$ cat config.mk
export PLATFORM = sky130hd
export DESIGN_NAME = idex_hazard_ctrl
export DESIGN_NICKNAME = d
export VERILOG_FILES = /design/src/rtl/idex_hazard_ctrl.sv
export SDC_FILE = /design/constraint.sdc
export NUM_CORES = 1
export LEC_CHECK = 0
export ABC_AREA = 1
export CAP_MARGIN = 10
export CORE_ASPECT_RATIO = 0.75
export CORE_MARGIN = 2
export CORE_UTILIZATION = 55
export DETAILED_ROUTE_END_ITERATION = 10
export HOLD_SLACK_MARGIN = 0.03
export PLACE_DENSITY = 0.88
export SKIP_LAST_GASP = 1
export SYNTH_ARGS = -nofsm -noshare
export SYNTH_HDL_FRONTEND = slang
export SYNTH_SLANG_ARGS = --single-unit
$ cat constraint.sdc
create_clock -name clk -period 3.5 [get_ports clk]
set_input_delay 0.35 -clock clk [delete_from_list [all_inputs] [get_ports clk]]
set_output_delay 0.35 -clock clk [all_outputs]
set_load 0.02 [all_outputs]
$ cat src/rtl/idex_hazard_ctrl.sv
// Interlock and forwarding controller for the ID/EX pipeline register.
// Drives IF/ID hold and flush, the ID/EX bubble, the mul/div start pulse and the EX operand selects.
module idex_hazard_ctrl #(
    parameter int WordSize    = 32,
    parameter int FlushCycles = 2
) (
    input  logic                clk,
    input  logic                rstn,
    input  logic                id_valid,
    input  logic [4:0]          id_rs1n,
    input  logic [4:0]          id_rs2n,
    input  logic                id_uses_rs1,
    input  logic                id_uses_rs2,
    input  logic                id_is_mdu,
    input  logic [4:0]          ex_rdn,
    input  logic                ex_is_load,
    input  logic [4:0]          mem_rdn,
    input  logic [4:0]          wb_rdn,
    input  logic                branch_taken,
    input  logic                mdu_done,
    output logic                stall_if,
    output logic                idex_bubble,
    output logic                flush_ifid,
    output logic                mdu_start,
    output logic [1:0]          fwd_a,
    output logic [1:0]          fwd_b,
    output logic [1:0]          ctrl_state,
    output logic [WordSize-1:0] stall_count
);

    typedef enum logic [1:0] {
        RUN        = 2'd0,
        LOAD_STALL = 2'd1,
        MDU_WAIT   = 2'd2,
        FLUSH      = 2'd3
    } state_t;

    localparam logic [2:0]          FlushReload = 3'(FlushCycles - 1);
    localparam logic [WordSize-1:0] CountMax    = '1;
    // A single-cycle flush needs no FLUSH state: the branch cycle itself is the only flush cycle.
    localparam state_t              BranchNext  = (FlushCycles == 1) ? RUN : FLUSH;

    state_t     state, state_next;
    logic [2:0] flush_cnt, flush_cnt_next;
    logic [4:0] ex_rs1n, ex_rs2n;
    logic       load_use;
    logic       ctl_stall, ctl_bubble, ctl_flush, ctl_start;

    function automatic logic [1:0] fwd_sel(input logic [4:0] src,
                                           input logic [4:0] mem_dst,
                                           input logic [4:0] wb_dst);
        if (mem_dst != 5'd0 && mem_dst == src)
            return 2'd1;
        else if (wb_dst != 5'd0 && wb_dst == src)
            return 2'd2;
        else
            return 2'd0;
    endfunction

    always_comb begin
        load_use = id_valid && ex_is_load && (ex_rdn != 5'd0) &&
                   ((id_uses_rs1 && id_rs1n == ex_rdn) || (id_uses_rs2 && id_rs2n == ex_rdn));
    end

    always_comb begin
        // NOTE: every signal gets a default before the case so no path leaves one unassigned (no latches).
        state_next     = state;
        flush_cnt_next = flush_cnt;
        ctl_stall      = 1'b0;
        ctl_bubble     = 1'b0;
        ctl_flush      = 1'b0;
        ctl_start      = 1'b0;
        unique case (state)
            RUN, LOAD_STALL: begin
                if (branch_taken) begin
                    ctl_flush      = 1'b1;
                    ctl_bubble     = 1'b1;
                    flush_cnt_next = FlushReload;
                    state_next     = BranchNext;
                end else if (state == LOAD_STALL) begin
                    state_next = RUN;
                end else if (id_valid && id_is_mdu) begin
                    ctl_start  = 1'b1;
                    ctl_stall  = 1'b1;
                    ctl_bubble = 1'b1;
                    state_next = MDU_WAIT;
                end else if (load_use) begin
                    ctl_stall  = 1'b1;
                    ctl_bubble = 1'b1;
                    state_next = LOAD_STALL;
                end
            end
            MDU_WAIT: begin
                if (mdu_done) begin
                    state_next = RUN;
                end else begin
                    ctl_stall  = 1'b1;
                    ctl_bubble = 1'b1;
                end
            end
            FLUSH: begin
                ctl_flush  = 1'b1;
                ctl_bubble = 1'b1;
                if (branch_taken) begin
                    flush_cnt_next = FlushReload;
                    state_next     = BranchNext;
                end else if (flush_cnt <= 3'd1) begin
                    // The count holds the FLUSH cycles still owed, this one included.
                    flush_cnt_next = 3'd0;
                    state_next     = RUN;
                end else begin
                    flush_cnt_next = flush_cnt - 3'd1;
                end
            end
        endcase
    end

    // Controls are forced low while reset is held so no pulse escapes mid-reset.
    assign stall_if    = rstn & ctl_stall;
    assign idex_bubble = rstn & ctl_bubble;
    assign flush_ifid  = rstn & ctl_flush;
    assign mdu_start   = rstn & ctl_start;
    assign ctrl_state  = state;
    assign fwd_a       = fwd_sel(ex_rs1n, mem_rdn, wb_rdn);
    assign fwd_b       = fwd_sel(ex_rs2n, mem_rdn, wb_rdn);

    always_ff @(posedge clk or negedge rstn) begin
        if (!rstn) begin
            state     <= RUN;
            flush_cnt <= 3'd0;
        end else begin
            // NOTE: sequential state uses non-blocking assignments so all registers update together.
            state     <= state_next;
            flush_cnt <= flush_cnt_next;
        end
    end

    always_ff @(posedge clk or negedge rstn) begin
        if (!rstn) begin
            ex_rs1n <= 5'd0;
            ex_rs2n <= 5'd0;
        end else if (!ctl_stall && !ctl_bubble) begin
            ex_rs1n <= id_rs1n;
            ex_rs2n <= id_rs2n;
        end else if (ctl_bubble) begin
            ex_rs1n <= 5'd0;
            ex_rs2n <= 5'd0;
        end
    end

    always_ff @(posedge clk or negedge rstn) begin
        if (!rstn)
            stall_count <= '0;
        else if (stall_if && stall_count != CountMax)
            stall_count <= stall_count + WordSize'(1);
    end

endmodule

==> tab_implementation.tex <==
\begin{tabular}{lr}
\hline
Metric & Value \\
\hline
\multicolumn{2}{l}{\textbf{Detailed routing}} \\
Via count & 3,437 \\
Via density per instance & 5.430 \\
Count of antenna-violating nets left after detailed routing & 0 \\
Number of detailed-route iterations in the first pass & 6 \\
Post-detailed-route DRC marker count & 0 \\
Wire length per cell & 13.90 um \\
Routed wire length & 8799 um \\
DR iter-0 viols & 380 \\
\multicolumn{2}{l}{\textbf{Timing}} \\
Measured slew at the worst slew-check pin & 0.9094 ns \\
Setup Viol. Count Final & 0 \\
Remaining max-slew budget at the tightest pin & 0.3937 \\
Setup repair after global routing missed its margin & false \\
Period Utilization, post-route & 0.7840 \\
Shortest clock period the worst path allows after layout & 2.744 ns \\
Aggregate negative setup slack & 0 ns \\
Max frequency & 364.4 MHz \\
Number of pins with negative max-slew slack in the final report & 0 \\
Worst clock skew & 0.01460 ns \\
Final hold violations & 0 \\
\multicolumn{2}{l}{\textbf{Finish}} \\
Fraction of layout instances using a drive strength above 1 & 0.03604 \\
Final Instance Area & 4215 um2 \\
Finished Layout Cells & 633 \\
Area growth from synthesis to layout & 26.89\% \\
Antenna diode instance count & 0 \\
Final core utilization & 0.7236 \\
Final \#Nets & 592 \\
\multicolumn{2}{l}{\textbf{CTS}} \\
Number of clock buffers inserted by TritonCTS & 5 \\
Clock tree from TritonCTS & done \\
Resize count post-CTS & 0 \\
Clock transition time at the flip-flop clock pins of the worst setup and hold paths & 0.08 ns \\
Number of buffers added for setup after CTS & 0 \\
Number of hold buffers added after cts & 0 \\
Worst-Skew Late Latency & 0.30 ns \\
Maximum clock path buffer count & 2 \\
Cell at the root of the clock tree & sky130\_fd\_sc\_hd\_\_clkbuf\_8 \\
TritonCTS Sinks & 47 \\
H-tree depth reported by CTS & 2 \\
\multicolumn{2}{l}{\textbf{Synthesis}} \\
Seq/Total Area, Yosys & 0.3540 \\
Synth area leader & sky130\_fd\_sc\_hd\_\_dfrtp\_1 \\
Netlist Area Pre-Place & 3322 um2 \\
Mapped Nets & 520 \\
Synthesized netlist cell count & 483 \\
Top-area cell type share of the netlist area & 0.3540 \\
Synthesized area divided by synthesized cell count & 6.878 um2 \\
Synth area leaders & sky130\_fd\_sc\_hd\_\_dfrtp\_1, sky130\_fd\_sc\_hd\_\_nand2\_1, sky130\_fd\_sc\_hd\_\_nand4\_1, sky130\_fd\_sc\_hd\_\_nor2\_1, sky130\_fd\_sc\_hd\_\_xnor2\_1 \\
Number of distinct library cells after synthesis & 29 \\
Leading register cell type out of synthesis & sky130\_fd\_sc\_hd\_\_dfrtp\_1 \\
Post-synth ARST share & 1.000 \\
Count of warnings emitted by yosys & 0 \\
\#FFs+latches synth & 47 \\
EDFF count, synth & 0 \\
\multicolumn{2}{l}{\textbf{Power and ir drop}} \\
Worst IR drop on VDD & 0.0003635 V \\
Net switching power of the design & 653.1 uW \\
Sw frac & 0.3692 \\
Power density normalized to cell area & 419.7 nW/um2 \\
Internal Pwr Total & 1116 uW \\
Leakage & 0.001985 uW \\
Power share of the sequential group & 0.404 \\
Part of the power in the clock network & 0.219 \\
Combinational Power Share & 0.377 \\
\multicolumn{2}{l}{\textbf{Worst setup path}} \\
Series of cell instances along the critical path & clkdlybuf4s50\_1, inv\_1, nand2\_1, nand2\_1, nor2\_1, nand3\_1, nand2\_1, nand2\_1, nand2\_1, nand3\_1, nand2\_2, nor2\_1, nor2\_1, clkdlybuf4s50\_1 \\
Type of destination of the critical path & output pin \\
Required time worst endpoint & 3.15 ns \\
Register-to-register setup slack & 1.24 ns \\
Largest driver fanout on the critical path & 3 \\
Worst path slowest cell & sky130\_fd\_sc\_hd\_\_clkdlybuf4s50\_1 \\
Crit path top cell by count & sky130\_fd\_sc\_hd\_\_nand2\_1 \\
Critical Path Max Stage Delay & 0.61 ns \\
Crit path DAT & 2.39 ns \\
Crit Path Category & primary input to output pin \\
Reg-to-reg critical path endpoint & stall\_count[5]\$\_DFFE\_PN0P\_ \\
Startpoint of the worst-slack reg-to-reg timing path & stall\_count[0]\$\_DFFE\_PN0P\_ \\
R2r worst-path depth & 12 \\
Worst setup SP type & primary input \\
\multicolumn{2}{l}{\textbf{Global route}} \\
Antenna violations before repair & 0 \\
Combined global-route utilization of all metal layers & 0.2769 \\
First-pass GRT wire length & 14,900 um \\
Pin count of the biggest net entering global routing & 82 \\
Grt ovf & 0 \\
Number of global-route vias before repair & 3,168 \\
\multicolumn{2}{l}{\textbf{Place}} \\
Routability congestion estimate from global placement & 0.9684 \\
HPWL after detailed placement & 6655 um \\
Placed inst area & 4113 um2 \\
IO buf count & 75 \\
Count of placed standard cells including taps & 626 \\
\multicolumn{2}{l}{\textbf{Floorplanning}} \\
Io pins & 76 \\
Std-Cell Core Area & 5826 um2 \\
Initial core utilization & 0.5702 \\
DIE AREA & 6684 um2 \\
Chip Width & 93.74 um \\
Die outline height & 71.31 um \\
Total number of placement rows & 24 \\
\multicolumn{2}{l}{\textbf{Run}} \\
Max cap viols & 0 \\
\multicolumn{2}{l}{\textbf{Min path}} \\
Class of the worst hold path & primary input to async pin \\
\multicolumn{2}{l}{\textbf{Status}} \\
Run status & finished, final reports clean \\
\hline
\end{tabular}
-- cell families after synthesis --
group	count (synthesis)	synth area share
fa+ha+maj	3	0.01130
buf+inv	61	0.07796
flops	47	0.3540
simple gates	318	0.4185
xor+xnor	48	0.1266
compound gates	6	0.01168
-- critical path: cells and delay by family --
kind	cells	cell delay [ns]
buffers and inverters	3	1.21
AND/OR/NAND/NOR	11	0.82
-- cell type report --
| class | instances | area [um2] |
|---|---|---|
| clock buffers | 6 | 72.57 |
| clock inverters | 1 | 30.03 |
| fillers | 483 | 1610 |
| inverters | 47 | 176.4 |
| multi-input cells | 375 | 1887 |
| flip-flops and latches | 47 | 1176 |
| well taps | 78 | 97.59 |
| repair buffers | 79 | 775.7 |
-- cell usage after synthesis (2+ instances only) --
master / n
sky130_fd_sc_hd__nand3_2: 3
sky130_fd_sc_hd__buf_2: 6
sky130_fd_sc_hd__nand3_1: 14
sky130_fd_sc_hd__nor2_1: 62
sky130_fd_sc_hd__nor4_1: 4
sky130_fd_sc_hd__clkbuf_1: 5
sky130_fd_sc_hd__nand4_1: 38
sky130_fd_sc_hd__nor3_1: 22
sky130_fd_sc_hd__nor3b_1: 3
sky130_fd_sc_hd__dfrtp_1: 47
sky130_fd_sc_hd__nand2_1: 166
sky130_fd_sc_hd__buf_6: 3
sky130_fd_sc_hd__xor2_1: 23
sky130_fd_sc_hd__nand2_2: 2
sky130_fd_sc_hd__xnor2_1: 25
sky130_fd_sc_hd__inv_1: 45
sky130_fd_sc_hd__ha_1: 3
-- power groups by stage --
stage	clock network (uW)	registers, uW	logic (uW)
4_1_cts	394	714	669
5_1_grt	408	726	740
3_5_place_dp	0	724	665
2_1_floorplan	0	741	408
6_report	387	715	667
3_3_place_gp	0	720	642
-- state kept, by name (all words and copies together) (netlist names) --
register / cells
flush_cnt: 3
ex_rs2n: 5
ctrl_state: 2
ex_rs1n: 5
stall_count: 32
-- cells in the final DEF, fill, tap and decap left out, drive strengths merged --
master / Yosys / routed
a21oi: 1 / 1
a31o: 1 / 1
a31oi: 1 / 1
and2: 1 / 1
buf: 9 / 5
bufinv: 0 / 1
clkbuf: 5 / 6
clkdlybuf4s50: 0 / 74
clkinv: 1 / 1
dfrtp: 47 / 47
ha: 3 / 3
inv: 46 / 46
nand2: 168 / 168
nand3: 17 / 17
nand3b: 1 / 1
nand4: 38 / 38
nor2: 63 / 63
nor3: 22 / 22
nor3b: 3 / 3
nor4: 4 / 4
o21ai: 1 / 1
o21bai: 1 / 1
o22ai: 1 / 1
or2: 1 / 1
xnor2: 25 / 25
xor2: 23 / 23
-- per-layer routing --
| metal | track usage | part of all wire | up-vias |
|---|---|---|---|
| met5 | 0 | 0 | - |
| met4 | 0.06602 | 0.013 | 0 |
| met3 | 0.04942 | 0.086 | 15 |
| met2 | 0.4294 | 0.45 | 159 |
| met1 | 0.4076 | 0.45 | 1575 |
| li1 | - | - | 1688 |
-- how the worst max path moves through the flow --
stage | slack, ns | from | cells past startpoint | end
global route | 0.53 | ex_rdn[1] | 14 | idex_bubble
global placement | 0.83 | ex_rdn[1] | 14 | idex_bubble
CTS | 0.76 | ex_rdn[3] | 14 | idex_bubble
detailed placement | 0.76 | ex_rdn[3] | 14 | idex_bubble
floorplan | 1.59 | mem_rdn[2] | 4 | fwd_a[1]
finish | 0.76 | ex_rdn[4] | 14 | idex_bubble
-- through the flow --
stage          total power, uW  setup slack [ns]  hold WS, ns
2_1_floorplan             1150             1.594      0.05441
3_3_place_gp              1362            0.8346       0.5144
3_5_place_dp              1390            0.7638       0.5098
4_1_cts                   1778            0.7614       0.3042
5_1_grt                   1874            0.5299       0.3717
6_report                  1769            0.7561       0.2728
Power figures use the tool's default switching activity.
